## config.mk

```make
export PLATFORM = sky130hd
export DESIGN_NAME = mc_datapath
export DESIGN_NICKNAME = d
export VERILOG_FILES = /design/src/rtl/mc_pkg.sv /design/src/rtl/mc_datapath_regfile.sv /design/src/rtl/mc_datapath.sv
export SDC_FILE = /design/constraint.sdc
export NUM_CORES = 2
export LEC_CHECK = 0
export CAP_MARGIN = 30
export CORE_UTILIZATION = 55
export DETAILED_ROUTE_END_ITERATION = 16
export GPL_TIMING_DRIVEN = 1
export PLACE_DENSITY = 0.72
export SLEW_MARGIN = 5
export SYNTH_ARGS = -nofsm -noshare
export SYNTH_HDL_FRONTEND = slang
export SYNTH_SLANG_ARGS = --single-unit
```

## constraint.sdc

```tcl
create_clock -name clk -period 7 [get_ports clk]
set_input_delay 1.4 -clock clk [delete_from_list [all_inputs] [get_ports clk]]
set_output_delay 1.4 -clock clk [all_outputs]
set_load 0.005 [all_outputs]
```

## src/rtl/mc_pkg.sv

```systemverilog
// Shared definitions for the multicycle MIPS datapath and its microprogrammed controller:
// control-word bit positions, mux/ALU encodings and the ALU control decode.
package mc_pkg;

    localparam int CW_WIDTH       = 18;
    localparam int CW_PCWRITE     = 17;
    localparam int CW_PCWRITECOND = 16;
    localparam int CW_IORD        = 15;
    localparam int CW_MEMREAD     = 14;
    localparam int CW_MEMWRITE    = 13;
    localparam int CW_IRWRITE     = 12;
    localparam int CW_MEMTOREG    = 11;
    localparam int CW_PCSOURCE    = 9;
    localparam int CW_ALUOP       = 7;
    localparam int CW_ALUSRCB     = 5;
    localparam int CW_ALUSRCA     = 4;
    localparam int CW_REGWRITE    = 3;
    localparam int CW_REGDST      = 2;
    localparam int CW_ADDRCTL     = 0;

    typedef enum logic [1:0] {
        SRCB_REG     = 2'b00,
        SRCB_FOUR    = 2'b01,
        SRCB_IMM     = 2'b10,
        SRCB_IMM_SH2 = 2'b11
    } alu_srcb_e;

    typedef enum logic [1:0] {
        PCSRC_ALU    = 2'b00,
        PCSRC_ALUOUT = 2'b01,
        PCSRC_JUMP   = 2'b10,
        PCSRC_RSVD   = 2'b11
    } pc_source_e;

    typedef enum logic [1:0] {
        ALUOP_ADD   = 2'b00,
        ALUOP_SUB   = 2'b01,
        ALUOP_FUNCT = 2'b10,
        ALUOP_ADD2  = 2'b11
    } alu_op_e;

    localparam logic [5:0] FUNCT_ADD = 6'h20;
    localparam logic [5:0] FUNCT_SUB = 6'h22;
    localparam logic [5:0] FUNCT_AND = 6'h24;
    localparam logic [5:0] FUNCT_OR  = 6'h25;
    localparam logic [5:0] FUNCT_SLT = 6'h2A;

    typedef enum logic [2:0] {
        ALU_ADD,
        ALU_SUB,
        ALU_AND,
        ALU_OR,
        ALU_SLT
    } alu_ctl_e;

    // Unknown funct codes fall back to add rather than trapping.
    function automatic alu_ctl_e alu_decode(input alu_op_e aluop, input logic [5:0] funct);
        alu_ctl_e ctl;
        ctl = ALU_ADD;
        unique case (aluop)
            ALUOP_SUB: ctl = ALU_SUB;
            ALUOP_FUNCT: begin
                unique case (funct)
                    FUNCT_SUB: ctl = ALU_SUB;
                    FUNCT_AND: ctl = ALU_AND;
                    FUNCT_OR:  ctl = ALU_OR;
                    FUNCT_SLT: ctl = ALU_SLT;
                    default:   ctl = ALU_ADD;
                endcase
            end
            default: ctl = ALU_ADD;
        endcase
        return ctl;
    endfunction

endpackage

```

## src/rtl/mc_datapath_regfile.sv

```systemverilog
// 32x32 register file: two asynchronous read ports, one synchronous write port,
// synchronous clear, register 0 reads as zero and ignores writes.
module mc_regfile #(
    parameter int NREGS = 32
) (
    input  logic        clk,
    input  logic        rst,
    input  logic [4:0]  ra1_i,
    input  logic [4:0]  ra2_i,
    output logic [31:0] rd1_o,
    output logic [31:0] rd2_o,
    input  logic        we_i,
    input  logic [4:0]  wa_i,
    input  logic [31:0] wd_i
);

    logic [31:0] regs_q [NREGS];

    always_ff @(posedge clk) begin
        if (rst) begin
            for (int i = 0; i < NREGS; i++) begin
                regs_q[i] <= '0;
            end
        end else if (we_i && (wa_i != 5'd0)) begin
            regs_q[wa_i] <= wd_i;
        end
    end

    // A same-cycle read of the register being written sees the pre-edge value.
    assign rd1_o = (ra1_i == 5'd0) ? 32'd0 : regs_q[ra1_i];
    assign rd2_o = (ra2_i == 5'd0) ? 32'd0 : regs_q[ra2_i];

endmodule

```

## src/rtl/mc_datapath.sv

```systemverilog
// Multicycle MIPS datapath driven by the 18-bit microcode control word; returns the
// current opcode to the controller and talks to a unified combinational-read memory.
module mc_datapath
    import mc_pkg::*;
#(
    parameter logic [31:0] RESET_PC = 32'h0000_0000,
    parameter int          NREGS    = 32
) (
    input  logic                clk,
    input  logic                rst,
    input  logic [CW_WIDTH-1:0] control,
    output logic [5:0]          op,
    output logic [31:0]         mem_addr,
    output logic [31:0]         mem_wdata,
    output logic                mem_re,
    output logic                mem_we,
    input  logic [31:0]         mem_rdata,
    output logic [31:0]         pc_out
);

    logic [31:0] pc_q, pc_d;
    logic [31:0] ir_q, mdr_q, a_q, b_q, alu_out_q;
    logic [31:0] rd1, rd2;
    logic [31:0] src_a, src_b, imm_ext, alu_result;
    logic        zero;
    logic [4:0]  wr_addr;
    logic [31:0] wr_data;
    alu_ctl_e    alu_ctl;
    logic        unused_addrctl;

    wire pc_write      = control[CW_PCWRITE];
    wire pc_write_cond = control[CW_PCWRITECOND];
    wire iord          = control[CW_IORD];
    wire ir_write      = control[CW_IRWRITE];
    wire mem_to_reg    = control[CW_MEMTOREG];
    wire alu_src_a     = control[CW_ALUSRCA];
    wire reg_write     = control[CW_REGWRITE];
    wire reg_dst       = control[CW_REGDST];

    pc_source_e pc_source;
    alu_op_e    alu_op;
    alu_srcb_e  alu_src_b;

    assign pc_source      = pc_source_e'(control[CW_PCSOURCE +: 2]);
    assign alu_op         = alu_op_e'(control[CW_ALUOP +: 2]);
    assign alu_src_b      = alu_srcb_e'(control[CW_ALUSRCB +: 2]);
    assign unused_addrctl = ^control[CW_ADDRCTL +: 2];

    assign wr_addr = reg_dst ? ir_q[15:11] : ir_q[20:16];
    assign wr_data = mem_to_reg ? mdr_q : alu_out_q;

    mc_regfile #(.NREGS(NREGS)) u_regfile (
        .clk   (clk),
        .rst   (rst),
        .ra1_i (ir_q[25:21]),
        .ra2_i (ir_q[20:16]),
        .rd1_o (rd1),
        .rd2_o (rd2),
        .we_i  (reg_write),
        .wa_i  (wr_addr),
        .wd_i  (wr_data)
    );

    assign imm_ext = {{16{ir_q[15]}}, ir_q[15:0]};
    assign src_a   = alu_src_a ? a_q : pc_q;
    assign alu_ctl = alu_decode(alu_op, ir_q[5:0]);

    always_comb begin
        src_b = b_q;
        unique case (alu_src_b)
            SRCB_FOUR:    src_b = 32'd4;
            SRCB_IMM:     src_b = imm_ext;
            SRCB_IMM_SH2: src_b = {imm_ext[29:0], 2'b00};
            default:      src_b = b_q;
        endcase
    end

    always_comb begin
        alu_result = src_a + src_b;
        unique case (alu_ctl)
            ALU_SUB: alu_result = src_a - src_b;
            ALU_AND: alu_result = src_a & src_b;
            ALU_OR:  alu_result = src_a | src_b;
            ALU_SLT: alu_result = {31'd0, ($signed(src_a) < $signed(src_b))};
            default: alu_result = src_a + src_b;
        endcase
    end

    assign zero = (alu_result == 32'd0);

    // The reserved PCSource encoding leaves the PC alone even when a write is enabled.
    always_comb begin
        pc_d = pc_q;
        if (pc_write || (pc_write_cond && zero)) begin
            unique case (pc_source)
                PCSRC_ALU:    pc_d = alu_result;
                PCSRC_ALUOUT: pc_d = alu_out_q;
                PCSRC_JUMP:   pc_d = {pc_q[31:28], ir_q[25:0], 2'b00};
                default:      pc_d = pc_q;
            endcase
        end
    end

    always_ff @(posedge clk) begin
        if (rst) begin
            pc_q      <= RESET_PC;
            ir_q      <= '0;
            mdr_q     <= '0;
            a_q       <= '0;
            b_q       <= '0;
            alu_out_q <= '0;
        end else begin
            pc_q      <= pc_d;
            mdr_q     <= mem_rdata;
            a_q       <= rd1;
            b_q       <= rd2;
            alu_out_q <= alu_result;
            if (ir_write) begin
                ir_q <= mem_rdata;
            end
        end
    end

    assign op        = ir_q[31:26];
    assign pc_out    = pc_q;
    assign mem_addr  = iord ? alu_out_q : pc_q;
    assign mem_wdata = b_q;
    assign mem_we    = control[CW_MEMWRITE];
    assign mem_re    = control[CW_MEMREAD] & ~control[CW_MEMWRITE];

endmodule

```

==> flow_metrics.py <==
metrics = {
    "run_status": {
        "status": "completed",
    },
    "critical_path": {
        "cp_max_fo": 14,
        "reg2reg_slack_ps": 1350,
        "critPathArrivalTime_ps": 6830,
        "critPathKind": "in -> reg",
        "crit_start": "control[6]",
        "worstSetupEndpointType": "flop",
        "r2r-start": "ir_q[0]$_SDFFE_PP0P_",
        "r2r_cells": 18,
        "startpoint_type": "primary input",
        "cp.required_ps": 7650,
        "reg2reg_to": "pc_out[0]$_SDFFE_PP0P_",
        "cp-endpoint": "pc_out[0]$_SDFFE_PP0P_",
    },
    "synth": {
        "ys_seq_area_share_pct": 53.3,
        "ys_async_sr_fraction_pct": 0,
        "synth_top_family_by_area": "multiplexers",
        "syn-cell-area_um2": 64900,
        "synth_compound_area_share_pct": 7.23,
        "ys_ff_latch": 1216,
        "synthSimpleGateAreaFrac_pct": 10.3,
        "synth.mux.area_fraction_pct": 23.3,
        "synthFlopType": "edfxtp_1",
        "synth_cells": 5126,
        "synthAdderAreaFrac_pct": 2.03,
        "syn_avg_cell_area_um2": 12.7,
        "yosys_warnings": 0,
        "synth_xor_xnor_area_share_pct": 0.122,
        "yosysUniqueCellTypes": 82,
        "synth_enable_flop_cells": 1024,
    },
    "sta": {
        "setup_ws_ps": 822,
        "final-setup-viol-count": 0,
        "fin_crit_ps": 6180,
        "finClkSkew_ps": 31.4,
        "drv_slew": 0,
        "worst_pin_slew_ps": 1070,
        "max_freq_mhz": 162,
        "tns_ps": 0,
        "fin_crit_sh_pct": 88.3,
        "hold_violations": 0,
        "relSlewSlack_pct": 28.5,
        "rsz0062_at_grt": "no",
    },
    "cells_and_area": {
        "nets": 5320,
        "final_cell_mix": "nor2_1 (1216), edfxtp_1 (1024), mux4_2 (464), mux2i_1 (265), buf_4 (187)",
        "areaGrowthSynthToFinish_pct": 13.6,
        "drive_gt1_share_pct": 22.3,
        "fillCellCount": 8506,
        "multi_input_area_um2": 28600,
        "regArea_um2": 34600,
        "layout_commonest_cell": "nor2_1",
    },
    "worst_hold_path": {
        "hold_class": "reg -> reg",
    },
    "job": {
        "max-cap-violations": 0,
    },
    "routing": {
        "drt-met1-wl_um": 79500,
        "drt.antenna.violating_nets": 0,
        "drt-initial-drc-count": 8507,
        "wl_met3_um": 34400,
        "routedWlPerCell_um": 34.4,
        "routed_wl_um": 234000,
        "met2_length_um": 104000,
        "drc_errors": 0,
        "drt-pass1-iter-count": 6,
        "vias": 48800,
        "vias_per_cell": 7.19,
        "highest_layer": "met5",
    },
    "floorplan": {
        "coreArea_um2": 117000,
        "start_util_pct": 55.7,
        "die_x_um": 345,
        "ios": 156,
        "rows": 125,
        "dieArea_um2": 119000,
        "die_h_um": 345,
    },
    "cts": {
        "cts.sinks": 1216,
        "htreeDepth": 4,
        "hold_buffers": 0,
        "cts_resized": 0,
        "cts_tree": "built",
        "clkTransAtPathRegs_ps": 60,
        "post_cts.repair.setup_buffers": 0,
        "clockBufferDepth": 3,
        "worst_skew_pair.late_latency_ps": 780,
        "cts_made_buffers": 133,
        "root_buffer": "clkbuf_16",
    },
    "grt": {
        "grt_pass1_vias": 47300,
        "antenna_found_initial": 5,
        "track_usage_pct": 38.8,
        "grt_pass1_wl_um": 332000,
        "grt-ovfl-total": 0,
        "grt_max_degree": 91,
    },
    "placement": {
        "io_buffers": 153,
        "place_congestion": 0.964,
        "post-dp-hpwl_um": 146000,
        "place_ws_ps": 95.5,
    },
    "power": {
        "p_per_area_nw_per_um2": 252,
        "power_leakage_nw": 25.1,
        "vdd_drop_max_mv": 0.303,
    },
}
[stage by stage]
step	util, %	total power [mW]	std cells	instance area (µm²)	hold WS, ps
floorplan	-	10.3	5157	65000	462
global placement	59.0	11.4	6523	68700	475
detailed placement	59.4	11.5	6544	69200	483
CTS	63.1	18.4	6785	73500	500
global route	63.2	19.0	6794	73700	520
finish	63.2	18.6	6795	73700	491
[report_power, final]
group | switching [mW] | leakage (nW) | internal (mW) | total, mW
clock | 3.05 | 2.14 | 3.99 | 7.05
combinational | 1.85 | 10.8 | 1.23 | 3.07
sequential | 0.312 | 12.2 | 8.14 | 8.46
total | 5.21 | 25.1 | 13.4 | 18.6
[synth_stat cells, types with 74 or more instances]
master,instances,area (µm²)
nor2_1,1217,4570
mux4_2,464,10500
buf_1,96,360
edfxtp_1,1024,30700
a21oi_1,120,601
ha_1,102,1280
dfxtp_1,192,3840
inv_1,104,390
mux2i_1,297,2970
a221oi_1,74,648
nand2_1,174,653
clkbuf_1,394,1480
mux2_2,148,1670
[how the worst min path moves through the flow]
stage | slack [ps] | endpoint | cells past startpoint | startpoint
after floorplan | 460 | ir_q[31]$_SDFFE_PP0P_ | 2 | ir_q[31]$_SDFFE_PP0P_
after global placement | 480 | ir_q[31]$_SDFFE_PP0P_ | 2 | ir_q[31]$_SDFFE_PP0P_
after detailed placement | 480 | ir_q[27]$_SDFFE_PP0P_ | 2 | ir_q[27]$_SDFFE_PP0P_
after CTS | 500 | ir_q[27]$_SDFFE_PP0P_ | 2 | ir_q[27]$_SDFFE_PP0P_
after global routing | 520 | ir_q[31]$_SDFFE_PP0P_ | 2 | ir_q[31]$_SDFFE_PP0P_
final | 490 | ir_q[27]$_SDFFE_PP0P_ | 2 | ir_q[27]$_SDFFE_PP0P_
[critical path, stage by stage]
cell	delay, ps
clkdlybuf4s50_1	520
mux2i_1	100
nor2_1	420
ha_1	280
inv_1	70
fa_1	490
nor2b_1	210
o2111ai_1	140
and2_1	220
xnor2_1	150
o221a_2	290
nand2b_1	140
or4_1	590
or4_1	590
nor4_2	400
buf_4	210
a32oi_4	110
buf_12	190
mux2_4	310
[routing by layer]
metal,GRT usage (%),vias to the layer above
met4,22.2,4
li1,-,19400
met5,0.0400,-
met1,50.4,24300
met2,58.8,4142
met3,11.0,919
[cell type report]
| class | instances | share of cell area [%] |
|---|---|---|
| inverters | 106 | 0.542 |
| multi-input cells | 3327 | 38.9 |
| clock buffers | 169 | 4.90 |
| repair buffers | 380 | 5.14 |
| clock inverters | 72 | 0.966 |
| diodes | 1 | 0.00340 |
| well taps | 1524 | 2.59 |
| flip-flops and latches | 1216 | 47.0 |
[state kept, by name, summed over array words and instances (netlist names)]
name              cells
mdr_q                32
pc_out               32
ir_q                 32
u_regfile.regs_q   1024
alu_out_q            32
mem_wdata            32
a_q                  32
[cell families (layout without fill, tap and decap cells)]
family | after synthesis | after routing
simple gates | 1624 | 1624
other cells | 1 | 33
buf+inv | 614 | 727
xor+xnor | 9 | 9
mux | 912 | 912
flops | 1216 | 1216
compound gates | 646 | 646
fa+ha+maj | 104 | 104
Power figures use the tool's default switching activity.
